**src/rtl/vend_controller.sv**
```systemverilog
// Vending sequencer: accumulates coin credit, validates selections against
// price and stock, runs the dispense handshake, then pays change coin by coin.
module vend_controller #(
    parameter int unsigned                NPROD      = 4,
    parameter int unsigned                CREDIT_W   = 8,
    parameter int unsigned                CREDIT_MAX = 100,
    parameter logic [NPROD*CREDIT_W-1:0]  PRICES     = {8'd30, 8'd25, 8'd20, 8'd15},
    parameter int unsigned                STOCK_INIT = 3,
    parameter int unsigned                TIMEOUT    = 200
) (
    input  logic                clk,
    input  logic                rst,
    input  logic [1:0]          coin,
    input  logic                sel_valid,
    input  logic [1:0]          sel_id,
    input  logic                cancel,
    input  logic                restock,
    output logic                vend_valid,
    output logic [1:0]          vend_id,
    input  logic                vend_ready,
    output logic                chg_valid,
    output logic                chg_coin,
    input  logic                chg_ready,
    output logic [CREDIT_W-1:0] credit,
    output logic                coin_reject,
    output logic                sel_err,
    output logic [NPROD-1:0]    sold_out
);

    localparam int unsigned TIMER_W = $clog2(TIMEOUT + 1);
    localparam int unsigned SUM_W   = CREDIT_W + 1;
    localparam int unsigned STOCK_W = 4;

    typedef enum logic [1:0] {
        IDLE    = 2'd0,
        COLLECT = 2'd1,
        VEND    = 2'd2,
        CHANGE  = 2'd3
    } state_t;

    state_t               state_q, state_n;
    logic [CREDIT_W-1:0]  credit_n;
    logic [TIMER_W-1:0]   timer_q, timer_n;
    logic [STOCK_W-1:0]   stock_q [NPROD];

    logic [CREDIT_W-1:0]  coin_val;
    logic                 coin_ok;
    logic [SUM_W-1:0]     coin_sum;
    logic                 coin_fits;
    logic                 coin_take;

    logic [CREDIT_W-1:0]  price_sel;
    logic [STOCK_W-1:0]   stock_sel;
    logic                 id_ok;
    logic                 sel_ok;

    logic [1:0]           vend_id_n;
    logic                 vend_valid_n, chg_valid_n, chg_coin_n;
    logic                 coin_reject_n, sel_err_n;
    logic                 vend_fire, restock_fire;

    // Coin decode and overflow check against the registered credit
    always_comb begin
        coin_val = '0;
        coin_ok  = 1'b0;
        case (coin)
            2'b01: begin coin_val = CREDIT_W'(5);  coin_ok = 1'b1; end
            2'b10: begin coin_val = CREDIT_W'(10); coin_ok = 1'b1; end
            default: ;
        endcase
        coin_sum  = SUM_W'(credit) + SUM_W'(coin_val);
        coin_fits = coin_ok && (coin_sum <= SUM_W'(CREDIT_MAX));
    end

    // Price and stock of the selected product; out-of-range ids stay invalid
    always_comb begin
        price_sel = '0;
        stock_sel = '0;
        id_ok     = 1'b0;
        for (int unsigned i = 0; i < NPROD; i++) begin
            if (sel_id == 2'(i)) begin
                price_sel = PRICES[i*CREDIT_W +: CREDIT_W];
                stock_sel = stock_q[i];
                id_ok     = 1'b1;
            end
        end
        sel_ok = id_ok && (stock_sel != '0) && (credit >= price_sel);
    end

    always_ff @(posedge clk or posedge rst) begin
        if (rst) begin
            state_q <= IDLE;
            timer_q <= '0;
        end else begin
            state_q <= state_n;
            timer_q <= timer_n;
        end
    end

    always_comb begin
        state_n      = state_q;
        credit_n     = credit;
        timer_n      = '0;
        vend_id_n    = vend_id;
        sel_err_n    = 1'b0;
        coin_take    = 1'b0;
        vend_fire    = 1'b0;
        restock_fire = 1'b0;

        case (state_q)
            IDLE: begin
                restock_fire = restock;
                sel_err_n    = sel_valid;
                coin_take    = coin_fits;
                if (coin_fits) state_n = COLLECT;
            end
            COLLECT: begin
                if (cancel) begin
                    state_n = CHANGE;
                end else if (sel_valid && sel_ok) begin
                    state_n   = VEND;
                    credit_n  = credit - price_sel;
                    vend_id_n = sel_id;
                end else begin
                    sel_err_n = sel_valid;
                    coin_take = coin_fits;
                    // Quiet cycle: advance the inactivity timer or give up
                    if (!sel_valid && !coin_fits) begin
                        if (timer_q == TIMER_W'(TIMEOUT - 1)) state_n = CHANGE;
                        else                                  timer_n = timer_q + TIMER_W'(1);
                    end
                end
            end
            VEND: begin
                if (vend_ready) begin
                    vend_fire = 1'b1;
                    state_n   = (credit != '0) ? CHANGE : IDLE;
                end
            end
            CHANGE: begin
                if (chg_ready) begin
                    credit_n = credit - ((credit >= CREDIT_W'(10)) ? CREDIT_W'(10) : CREDIT_W'(5));
                    if (credit_n == '0) state_n = IDLE;
                end
            end
            default: state_n = IDLE;
        endcase

        if (coin_take) credit_n = CREDIT_W'(coin_sum);

        coin_reject_n = (coin != 2'b00) && !coin_take;
        vend_valid_n  = (state_n == VEND);
        chg_valid_n   = (state_n == CHANGE);
        chg_coin_n    = chg_valid_n && (credit_n >= CREDIT_W'(10));
    end

    // Registered outputs follow the next-state decision
    always_ff @(posedge clk or posedge rst) begin
        if (rst) begin
            credit      <= '0;
            vend_valid  <= 1'b0;
            vend_id     <= '0;
            chg_valid   <= 1'b0;
            chg_coin    <= 1'b0;
            coin_reject <= 1'b0;
            sel_err     <= 1'b0;
        end else begin
            credit      <= credit_n;
            vend_valid  <= vend_valid_n;
            vend_id     <= vend_id_n;
            chg_valid   <= chg_valid_n;
            chg_coin    <= chg_coin_n;
            coin_reject <= coin_reject_n;
            sel_err     <= sel_err_n;
        end
    end

    always_ff @(posedge clk or posedge rst) begin
        if (rst) begin
            for (int unsigned i = 0; i < NPROD; i++) stock_q[i] <= STOCK_W'(STOCK_INIT);
        end else if (restock_fire) begin
            for (int unsigned i = 0; i < NPROD; i++) stock_q[i] <= STOCK_W'(STOCK_INIT);
        end else if (vend_fire) begin
            for (int unsigned i = 0; i < NPROD; i++) begin
                if ((vend_id == 2'(i)) && (stock_q[i] != '0)) stock_q[i] <= stock_q[i] - STOCK_W'(1);
            end
        end
    end

    always_comb begin
        for (int unsigned i = 0; i < NPROD; i++) sold_out[i] = (stock_q[i] == '0);
    end

endmodule

```
**config.mk**
```make
export PLATFORM = sky130hd
export DESIGN_NAME = vend_controller
export DESIGN_NICKNAME = d
export VERILOG_FILES = /design/src/rtl/vend_controller.sv
export SDC_FILE = /design/constraint.sdc
export NUM_CORES = 1
export LEC_CHECK = 0
export ABC_AREA = 1
export CAP_MARGIN = 20
export CORE_MARGIN = 1.5
export CORE_UTILIZATION = 45
export DETAILED_ROUTE_END_ITERATION = 10
export PLACE_DENSITY_LB_ADDON = 0.3
export SYNTH_ARGS = -nofsm -noshare
export SYNTH_HDL_FRONTEND = slang
export SYNTH_SLANG_ARGS = --single-unit
```
**constraint.sdc**
```tcl
create_clock -name clk -period 7.4 [get_ports clk]
set_input_delay 2.22 -clock clk [delete_from_list [all_inputs] [get_ports clk]]
set_output_delay 2.22 -clock clk [all_outputs]
set_load 0.02 [all_outputs]
```
==> out/summary.txt <==
Port-buffer cells: 29
Avg WL per Cell: 13.5 um
Initial Util: 46.8%
WHS: 0.476 ns
worst-path cell chain: clkdlybuf4s50_1, inv_1, ha_1, inv_1, fa_1, inv_1, nand3_1, nand3_2, o21ai_0, a21oi_1, nand2_1, nor2_1, nor2_1, nand2_1, nand2_1, nand2_1, nand2_1, nand3_1, nand2_1, inv_1
final hold violations: 0
first-pass GRT wire length: 14.5 mm
Most common cell on crit path: nand2_1
standard-cell row count: 31
reg-to-reg critical path startpoint: credit[6]$_DFF_PP0_
htree depth: 2
Hold Crit Class: flip-flop to flip-flop
crit path launch type: input port
final instance area: 0.00395 mm^2
CP Data Required Time: 7.63 ns
worst hold path depth: 1
drc violations: 0
syn_nets: 541
Hold Path Origin: timer_q[0]$_DFF_PP0_
flops & latches, synth: 41
fmax: 199 MHz
Setup Crit Path Kind: input port to flip-flop
largest stage delay on the critical path: 0.56 ns
vias per std cell: 5.20
CP max FO: 6
Via Count: 3,310
layout cell share with drive strength beyond 1: 8.94%
max cap viols: 0
DRT iter0 DRCs: 147
Worst Tran Pin Value: 0.942 ns
final worst clock skew: 0.00985 ns
Die Y: 90.3 um
TritonCTS clock tree: built
Die ar.: 0.00815 mm^2
total CTS buffers: 5
Worst Hold End: timer_q[0]$_DFF_PP0_
Worst-path clk slew: 0.08 ns
hold buffers post-CTS: 0
gpl congestion: 0.968
Fin Setup TNS: 0 ns
Tmin final: 5.03 ns
Total GRT Usage: 21.8%
Setup WS pre-CTS: 2.10 ns
vias in the first global route: 3,202
CTS resizes: 0
Post-Syn Area: 0.00343 mm^2
CP arrival: 5.26 ns
WP buf/inv: 5
Worst setup EP type: flip-flop
RSZ-0062 raised after global routing: false
DPL Wire Length: 6.72 mm
largest net degree at the start of global routing: 42
LEAKAGE: 2.03 nW
crit-path leading delay family: simple AND/OR/NAND/NOR gates
number of nets in the layout: 575
DR pass1 iterations: 5
crit share post-route: 68.0%
Worst-Skew Late Latency: 0.29 ns
synth top area cells: dfrtp_1, nand2_1, ha_1, inv_1, dfstp_2
fill cell count: 701
initial antenna violation count: 0
synth unique cells: 38
Mapped Cells: 502
synthesized area per cell: 6.83 um^2
Max transition margin: 36.4%
status: complete, no violations
final number of setup-violating endpoints: 0
Final Slew Violations: 0
core area: 0.00733 mm^2
Max IR drop VDD: 0.242 mV
end of the worst register-to-register path: chg_coin$_DFF_PP0_
total power per unit cell area: 407 mW/mm^2
Clock Tree Buf Depth: 2
synth warn: 0
setup bufs post-CTS: 0
clock sinks: 41
root buffer cell: clkbuf_8
slowest cell on the critical path: clkdlybuf4s50_1
Setup crit start: sel_id[0]
Remaining Overflow, GRT: 0
area leader, netlist: dfrtp_1
area growth from synthesis to layout: 15.3%
Placed Area: 0.00384 mm^2
Synth top area share: 24.1%
IO Count: 30
Horiz. Die Dim: 90.3 um
Post-DRT Antenna Nets: 0
area of the multi-input gates: 0.00204 mm^2
routed wire length: 8.60 mm
sequential share of the synthesized area: 30.2%
final setup margin: 2.37 ns
Reg2Reg Setup Slack: 4.02 ns
Reg area: 0.00104 mm^2
reg2reg path depth: 16
n_diodes: 0
metal layers:
layer  vias to the layer above  routed length [um]  global-route usage (%)
met5                         -                   0                       0
met4                         0                 180                    6.22
met3                        14                 370                    3.37
met2                        86                4110                    37.8
met1                      1538                3940                    28.1
li1                       1672                   -                       -
kinds of logic after synthesis:
kind of cell,after synthesis,synth area share (%)
AOI/OAI and AO/OA,64,10.8
xor gates and xnor gates,13,3.32
adders and majority gates,28,10.7
buffers and inverters,91,10.2
DFF,41,30.2
and+or+nand+nor,265,34.9
synth_stat cells (all sizes together):
| library cell | n |
|---|---|
| a211oi | 2 |
| a21o | 1 |
| a21oi | 26 |
| a22oi | 2 |
| a31oi | 1 |
| buf | 2 |
| clkbuf | 1 |
| clkinv | 2 |
| dfrtp | 33 |
| dfstp | 8 |
| fa | 2 |
| ha | 26 |
| inv | 86 |
| nand2 | 130 |
| nand3 | 42 |
| nand4 | 12 |
| nor2 | 59 |
| nor3 | 15 |
| nor3b | 4 |
| nor4 | 2 |
| o2111ai | 1 |
| o21a | 3 |
| o21ai | 26 |
| o22ai | 1 |
| o41ai | 1 |
| or2 | 1 |
| xnor2 | 3 |
| xor2 | 10 |
registers in the layout, summed over array words and instances, names as in the netlist:
| register | cells |
|---|---|
| vend_valid | 1 |
| sel_err | 1 |
| vend_id | 2 |
| chg_coin | 1 |
| timer_q | 8 |
| credit | 8 |
| stock_q | 16 |
| coin_reject | 1 |
| state_q | 2 |
| chg_valid | 1 |
cell usage in the layout, fill, tap and decap left out, types with 10 or more instances in the layout:
master           synthesis  layout
nand2_2                 11      11
xor2_1                  10      10
dfrtp_1                 33      33
nand2_1                119     119
nand4_1                 12      12
o21ai_0                 23      23
nor3_1                  15      15
nor2_1                  54      54
clkdlybuf4s50_1          0      29
nand3_1                 38      38
a21oi_1                 23      23
ha_1                    26      26
inv_1                   81      81
stage by stage:
step | util, % | instances | power [mW]
detailed placement | 52.3 | 628 | 1.41
CTS | 53.9 | 636 | 1.61
global placement | 52.3 | 628 | 1.40
finish | 53.9 | 636 | 1.61
global route | 53.9 | 636 | 1.77
floorplan | - | 502 | 1.12
worst max path at each step:
stage                               to  cells after the start
floorplan           chg_coin$_DFF_PP0_                     20
CTS                 chg_coin$_DFF_PP0_                     20
global placement    chg_coin$_DFF_PP0_                     21
finish              chg_coin$_DFF_PP0_                     20
global route        chg_coin$_DFF_PP0_                     20
detailed placement  chg_coin$_DFF_PP0_                     20
where the power goes:
part / internal [mW] / total, mW / switching [mW]
combinational: 0.364 / 1.00 / 0.635
clock: 0.110 / 0.186 / 0.0761
sequential: 0.317 / 0.423 / 0.106
cell type report:
cell class	count	share of cell area (%)
well taps	99	3.13
clock buffers	7	2.18
flip-flops and latches	41	26.2
repair buffers	30	7.53
clock inverters	1	0.759
inverters	88	8.48
multi-input cells	370	51.7
Note: power is estimated with default switching activity, not from simulation.
